## src/rtl/matmul_sequencer.sv

```systemverilog
// Responder for the start_mat_mul/done_mat_mul handshake: sequences clear, A/B feed,
// pipeline drain and C store for each systolic-array tile.
module matmul_sequencer #(
  parameter int DIM    = 4,
  parameter int ADDR_W = 10,
  parameter int CNT_W  = 8
) (
  input  logic              clk,
  input  logic              reset,
  input  logic              start_mat_mul,
  input  logic [CNT_W-1:0]  num_tiles,
  input  logic [ADDR_W-1:0] a_base,
  input  logic [ADDR_W-1:0] b_base,
  input  logic [ADDR_W-1:0] c_base,
  output logic              clear_acc,
  output logic              a_rd_en,
  output logic [ADDR_W-1:0] a_addr,
  output logic              b_rd_en,
  output logic [ADDR_W-1:0] b_addr,
  output logic              c_wr_en,
  output logic [ADDR_W-1:0] c_addr,
  output logic              busy,
  output logic              done_mat_mul
);

  localparam int PH_W = $clog2(2*DIM);

  typedef enum logic [2:0] {IDLE, CLEAR, LOAD, DRAIN, STORE, DONE} state_t;

  state_t            state, state_next;
  logic [PH_W-1:0]   phase;
  logic [CNT_W-1:0]  tile, num_tiles_r;
  logic [ADDR_W-1:0] a_base_r, b_base_r, c_base_r, tile_off;
  logic [ADDR_W-1:0] a_addr_r, b_addr_r, c_addr_r;
  logic              last_tile;

  assign last_tile = (tile == num_tiles_r - CNT_W'(1));

  always_ff @(posedge clk or posedge reset) begin
    if (reset) state <= IDLE;
    else       state <= state_next;
  end

  // Dropping start in any working state aborts straight back to IDLE.
  always_comb begin
    state_next = state;
    case (state)
      IDLE:  if (start_mat_mul) state_next = (num_tiles == '0) ? DONE : CLEAR;
      CLEAR: state_next = start_mat_mul ? LOAD : IDLE;
      LOAD: begin
        if (!start_mat_mul)                state_next = IDLE;
        else if (phase == PH_W'(DIM-1))    state_next = DRAIN;
      end
      DRAIN: begin
        if (!start_mat_mul)                state_next = IDLE;
        else if (phase == PH_W'(2*DIM-2))  state_next = STORE;
      end
      STORE: begin
        if (!start_mat_mul)                state_next = IDLE;
        else if (phase == PH_W'(DIM-1))    state_next = last_tile ? DONE : CLEAR;
      end
      DONE:  if (!start_mat_mul) state_next = IDLE;
      default: state_next = IDLE;
    endcase
  end

  // Address registers are loaded on phase entry so outputs never depend on live inputs.
  always_ff @(posedge clk or posedge reset) begin
    if (reset) begin
      phase       <= '0;
      tile        <= '0;
      num_tiles_r <= '0;
      a_base_r    <= '0;
      b_base_r    <= '0;
      c_base_r    <= '0;
      tile_off    <= '0;
      a_addr_r    <= '0;
      b_addr_r    <= '0;
      c_addr_r    <= '0;
    end else begin
      if (state_next != state || state == IDLE || state == DONE) phase <= '0;
      else                                                      phase <= phase + PH_W'(1);
      case (state)
        IDLE: if (start_mat_mul) begin
          num_tiles_r <= num_tiles;
          a_base_r    <= a_base;
          b_base_r    <= b_base;
          c_base_r    <= c_base;
          tile        <= '0;
          tile_off    <= '0;
        end
        CLEAR: if (state_next == LOAD) begin
          a_addr_r <= a_base_r + tile_off;
          b_addr_r <= b_base_r + tile_off;
        end
        LOAD: if (state_next == LOAD) begin
          a_addr_r <= a_addr_r + ADDR_W'(1);
          b_addr_r <= b_addr_r + ADDR_W'(1);
        end
        DRAIN: if (state_next == STORE) c_addr_r <= c_base_r + tile_off;
        STORE: begin
          if (state_next == STORE) c_addr_r <= c_addr_r + ADDR_W'(1);
          else if (state_next == CLEAR) begin
            tile     <= tile + CNT_W'(1);
            tile_off <= tile_off + ADDR_W'(DIM);
          end
        end
        default: ;
      endcase
    end
  end

  assign clear_acc    = (state == CLEAR);
  assign a_rd_en      = (state == LOAD);
  assign b_rd_en      = (state == LOAD);
  assign c_wr_en      = (state == STORE);
  assign busy         = (state != IDLE) && (state != DONE);
  assign done_mat_mul = (state == DONE);
  assign a_addr       = a_addr_r;
  assign b_addr       = b_addr_r;
  assign c_addr       = c_addr_r;

endmodule

```

## config.mk

```make
export PLATFORM = sky130hd
export DESIGN_NAME = matmul_sequencer
export DESIGN_NICKNAME = d
export VERILOG_FILES = /design/src/rtl/matmul_sequencer.sv
export SDC_FILE = /design/constraint.sdc
export NUM_CORES = 1
export LEC_CHECK = 0
export CORE_MARGIN = 1
export CORE_UTILIZATION = 55
export DETAILED_ROUTE_END_ITERATION = 8
export DONT_BUFFER_PORTS = 1
export PLACE_DENSITY = 0.75
export SYNTH_ARGS = -nofsm -noshare
export SYNTH_HDL_FRONTEND = slang
export SYNTH_SLANG_ARGS = --single-unit
```

## constraint.sdc

```tcl
create_clock -name clk -period 3.36 [get_ports clk]
set_input_delay 0.336 -clock clk [delete_from_list [all_inputs] [get_ports clk]]
set_output_delay 0.336 -clock clk [all_outputs]
set_load 0.05 [all_outputs]
```

Word-level counts from Yosys, hierarchy flattened
Index checks and enable logic that the tools add are counted.
- logic and storage cells: 84
- latch bits: 0
- bits in read-only memories: 0
- memories kept: 0
- register bits: 92
- RAM bits: 0
- input bits: 41
- output and inout bits: 36
- shift-type cells: 0
- multiply operators: 0
- muxes and demuxes: 30
- add/subtract/negate cells: 10
- equal/unequal tests: 20
- reduce and logical (&&, ||, !) cells: 13
- div/mod/pow operators: 0
- magnitude comparators: 0
- bitwise gates (word level): 0
- operators with widths (kind ; count):
    10-bit two-way mux ; 9
    10-bit one-hot mux with 2 select lines ; 4
    3-bit two-way mux ; 11
    10-bit by 1-bit adder with 10-bit output (second input constant) ; 3
    10-bit adder ; 3
    8-bit two-way mux ; 3
    3-bit one-hot mux with 6 select lines ; 1
    8-bit one-hot mux with 2 select lines ; 1
    3-bit by 2-bit == test with 1-bit output (second input constant) ; 4
    3-bit == test (second input constant) ; 4
    10-bit by 3-bit adder with 10-bit output (second input constant) ; 1
    8-bit by 1-bit adder with 8-bit output (second input constant) ; 1
    8-bit == test ; 1
    8-bit zero test ; 1
    2-bit by 1-bit inequality test with 1-bit output (second input constant) ; 4
    8-bit by 1-bit subtractor with 8-bit output (second input constant) ; 1
    3-bit by 1-bit == test with 1-bit output (second input constant) ; 2
    2-bit inequality test (second input constant) ; 3
    3-bit AND reduction ; 2
    2-bit nonzero test ; 3
    4-bit AND reduction ; 1
    3-bit by 1-bit adder with 3-bit output (second input constant) ; 1
    3-bit zero test ; 1
    3-bit inequality test ; 1
    other kinds (6) ; 7

Logic depth before layout (Yosys ltp)
Gate-level depths: netlist of run 1.
- word-level depth: 10
- gate-level depth with buffers: 10
- depth with buffers taken out: 9

Worst setup path after synthesis of run 1
No wires, ideal clock.
- path kind: flip-flop to flip-flop
- start: reg num_tiles_r[0]
- end: reg c_addr_r[2] (netlist: c_addr[2])
- slack: 0.816 ns
- buffers on the path: 1
- cell stages (with the launch flop): 11
- required time: 3.225 ns
- clock period less this slack: 2.544 ns
- setup time: 0.135 ns
- arrival: 2.409 ns
- path through: dfrtp_1 -> inv_1 -> ha_1 -> o21ba_2 -> a221o_2 -> a2111oi_0 -> o311a_1 -> buf_6 -> a41oi_1 -> o21ai_0 -> o21ai_0
- longest elaborated chain between the ends: 9
- elaborated cells between the ends (all ways): 10
- classes of those cells: add/sub (1); eq/ne (4); mux (4); reduce/logical (1)
- ends and longest elaborated chain (item ; line ; source):
    start, declared ; 32 ; logic [CNT_W-1:0] tile, num_tiles_r;
    start signal, assigned ; 85 ; num_tiles_r <= num_tiles;
    8-bit by 1-bit subtractor with 8-bit output (*) ; 37 ; assign last_tile = (tile == num_tiles_r - CNT_W'(1));
    8-bit == test (*) ; 37 ;
    3-bit two-way mux (*) (2 in series) ; 60 ; else if (phase == PH_W'(DIM-1)) state_next = last_tile ? DONE : CLEAR;
    3-bit two-way mux (*) ; 59 ; if (!start_mat_mul) state_next = IDLE;
    3-bit one-hot mux with 6 select lines (*) ; 47 ; case (state)
    3-bit == test (*) ; 100, 102 ;
    2-bit inequality test (no line) or 2-bit by 1-bit inequality test with 1-bit output (tied branches) ; - ;
    3-bit AND reduction (no line) (*) ; - ;
    end signal, assigned ; 100 ; DRAIN: if (state_next == STORE) c_addr_r <= c_base_r + tile_off;
    end signal, assigned ; 102 ; if (state_next == STORE) c_addr_r <= c_addr_r + ADDR_W'(1);
    end, declared ; 34 ; logic [ADDR_W-1:0] a_addr_r, b_addr_r, c_addr_r;
Mark *: on every way between the ends. The rest lies on a longest branch, timed or not.
A chain may end at the register's enable or synchronous reset.

Worst setup path in the final report of run 1
- start: reg num_tiles_r[0]
- end: reg c_addr_r[3] (netlist: c_addr[3])
Same word-level chain as after synthesis.

==> results.txt, run 1 <==
Count of final setup violators: 0
Setup TNS: 0 ns
Area of placed instances: 5540 sq um
Top_reg_cell synth: dfrtp_1
Slew Limit Headroom: 43.1%
Synth cell types: 57
Most common cell after layout, fill and taps aside: nand2_1
Initial core utilization: 57.7%
R2R depth: 9
Top Ports: 77
Reg2reg end: c_addr[3]
Tcrit/Tclk final: 86.6%
Status: completed
Worst EP arrival: 3.14 ns
First-pass GRT wire length: 21.1 mm
Max Slew Vio Count: 0
First-iteration detailed-routing DRC count: 267
Num rows: 35
Detailed placement HPWL: 9.34 mm
Fmax: 0.344 GHz
Area leader, netlist: dfrtp_1
Slowest stage delay, CP: 0.45 ns
Power Dens Cells: 617 nW/um^2
Hold path start: b_base[9]
Num CTS Buffers: 9
Unrepaired setup endpoints after global routing: false
Postcts setup bufs: 0
Vias in the first global route: 4368
Syn Nets: 715
Hold Path End: b_base_r[9]
CTS-repair resized insts: 0
Clock tree buffer depth: 2
Met2 usage: 45.0%
Clock root cell: clkbuf_8
Worst reg2reg startpoint: num_tiles_r[0]
TritonCTS clock tree: yes
Crit path time final: 2.91 ns
Nature of the critical path endpoint: flop
Die area: 10200 sq um
Asr flop ratio synth: 100%
# fillers: 846
CP dominant cell by count: o21ai_0
Chip Width: 101 microns
Via density: 5.97
Hold depth: 2
CP Class: reg2reg
Synth Cell Area: 5410 sq um
DRT Pass-1 Iters: 6
Commonest cells after routing, fill and taps aside: nand2_1, dfrtp_1, a21oi_1, o21ai_0, nor2_1
Design area: 5780 sq um
Peak supply drop: 0.488 mV
Total track usage: 26.8%
Endpoints failing hold: 0
H-tree lvl count: 3
Antenna violations before repair: 0
Worst Path Required: 3.59 ns
Worst-path clk slew: 0.09 ns
Largest net degree at the start of global routing: 44
Slowest library cell on the worst path: o311a_1
IO buf count: 0
Gate Count Post-Synth: 644
Flip-flop and latch count after synthesis: 90
Core ar.: 9370 sq um
Top-area cell type share of the netlist area: 41.6%
DRC violations left: 0
Met3 Usage GRT: 7.52%
CTS Sinks: 90
Ant. Diodes: 0
GPL Wtd Cong: 0.904
Detailed Route WL: 12.9 mm
Worst Skew: 0.0101 ns
Number of flops mapped to enable cells by yosys: 0
Most Crowded Layer GR: met2
Synthesized area per cell: 8.40 sq um
Slew at the pin closest to its max-slew limit: 0.850 ns
Max cap viols: 0
Synth-to-layout area growth: 6.85%
Grt met1 use: 34.0%
Post-route ant nets: 0
Hold Crit Class: in2reg
Sequential area share after synthesis: 41.6%
Die height: 101 microns
Leak: 2.67 nW
GR Overflow Total: 0
Startpoint Class: flop
Crit path max fanout: 6
Wire per inst: 16.7 microns
Fin nets: 708
Worst reg2reg setup slack: 0.45 ns
Clk Latency, worst-skew pair: 0.37 ns
Yosys warns: 0
Synth area leaders: dfrtp_1, nand2_1, ha_1
Crit-path cells: inv_1, ha_1, o21ba_2, a221o_2, a2111oi_0, o311a_1, a41oi_1, o21ai_0, o21ai_0
Fraction of layout cells with a size suffix above 1: 7.17%
Vias: 4606
how the worst max path moves through the flow:
stage,from,endpoint,slack [ns],depth (start not counted)
after CTS,num_tiles_r[0],c_addr[8],0.47,9
after global routing,num_tiles_r[0],c_addr[8],0.25,9
after floorplan,reset,a_addr[0],0.69,1
after detailed placement,num_tiles_r[0],c_addr[8],0.47,9
after global placement,num_tiles_r[0],c_addr[3],0.54,9
final,num_tiles_r[0],c_addr[3],0.45,9
flip-flops by register name (all words and copies together) (netlist names), 8 cells and up:
| register | flops |
|---|---|
| b_addr | 10 |
| tile_off | 8 |
| c_base_r | 10 |
| a_addr | 10 |
| a_base_r | 10 |
| c_addr | 10 |
| b_base_r | 10 |
| tile | 8 |
| num_tiles_r | 8 |
per-stage QoR:
step | power (mW) | util, % | cells | setup WS [ns] | hold WS, ns
finish | 3.57 | 61.7 | 771 | 0.452 | 0.0680
floorplan | 2.48 | - | 644 | 0.689 | 0.430
CTS | 3.59 | 61.7 | 771 | 0.469 | 0.0529
detailed placement | 2.70 | 59.1 | 754 | 0.468 | 0.293
global route | 3.78 | 61.7 | 771 | 0.246 | 0.0526
global placement | 2.66 | 59.1 | 754 | 0.539 | 0.280
cell usage after synthesis (4+ instances only):
| library cell | n |
|---|---|
| clkbuf_1 | 23 |
| mux2i_1 | 9 |
| dfrtp_1 | 90 |
| nand2b_1 | 7 |
| nor2b_1 | 4 |
| ha_1 | 30 |
| a31oi_1 | 4 |
| or3_1 | 7 |
| inv_1 | 14 |
| nand3_1 | 23 |
| xor2_1 | 13 |
| nand2_1 | 160 |
| xnor2_1 | 20 |
| or2_2 | 6 |
| nand4_1 | 13 |
| o21ai_0 | 45 |
| a21oi_1 | 47 |
| nor3_1 | 16 |
| nor4_1 | 7 |
| o22ai_1 | 7 |
| nor2_1 | 42 |
power by group:
| part | switching (mW) | leakage (nW) | internal, mW |
|---|---|---|---|
| registers | 0.640 | 1.15 | 1.29 |
| logic | 0.447 | 1.41 | 0.314 |
| clock network | 0.385 | 0.114 | 0.494 |
| total | 1.47 | 2.67 | 2.10 |
kinds of logic (layout without fill, tap and decap cells):
kind of cell               after synthesis  in the layout  share of synthesized area [%]
AOI/OAI and AO/OA                      130            130                           14.0
xor gates and xnor gates                33             33                           5.34
adders and majority gates               30             30                           6.94
buffers and inverters                   45             43                           3.47
DFF                                     90             90                           41.6
muxes                                    9              9                           1.67
and+or+nand+nor                        307            307                           26.9
timing repair:
action                                 4_1_cts  5_1_grt
endpoints found under the hold margin       29        0
setup endpoints to repair                    0        0
hold buffers                                 1        0
final cells by class:
class | count | area (sq um) | share of cell area, %
clock buffers | 11 | 131 | 2.27
clock inverters | 5 | 103 | 1.77
inverters | 15 | 57.6 | 0.996
multi-input cells | 509 | 2980 | 51.6
flip-flops and latches | 90 | 2250 | 39.0
well taps | 129 | 161 | 2.79
repair buffers | 12 | 92.6 | 1.60
critical path: cells and delay by family, from the launching register on:
family	cells	cell delay (ns)
AOI/OAI and AO/OA	7	2.02
adders and majority gates	1	0.26
DFF	1	0.43
buffers and inverters	1	0.07
routing by layer:
metal	share of wire (%)	wire [microns]
met3	6.9	892
met4	1.5	198
met2	48	6160
met1	44	5630
met5	0	0
Power figures use the tool's default switching activity.
==> inputs of run 2 (changes only) <==
--- a/config.mk
+++ b/config.mk
@@ -13,3 +13,4 @@
 export SYNTH_ARGS = -nofsm -noshare
 export SYNTH_HDL_FRONTEND = slang
 export SYNTH_SLANG_ARGS = --single-unit
+export TNS_END_PERCENT = 50
==> results of run 2 <==
No change in the layout: final DEF, timing and power equal those of run 1.
==> inputs of run 3 (changes only) <==
--- a/config.mk
+++ b/config.mk
@@ -13,4 +13,3 @@
 export SYNTH_ARGS = -nofsm -noshare
 export SYNTH_HDL_FRONTEND = slang
 export SYNTH_SLANG_ARGS = --single-unit
-export TNS_END_PERCENT = 50
==> results of run 3 <==
No change in the layout: final DEF, timing and power equal those of run 1.
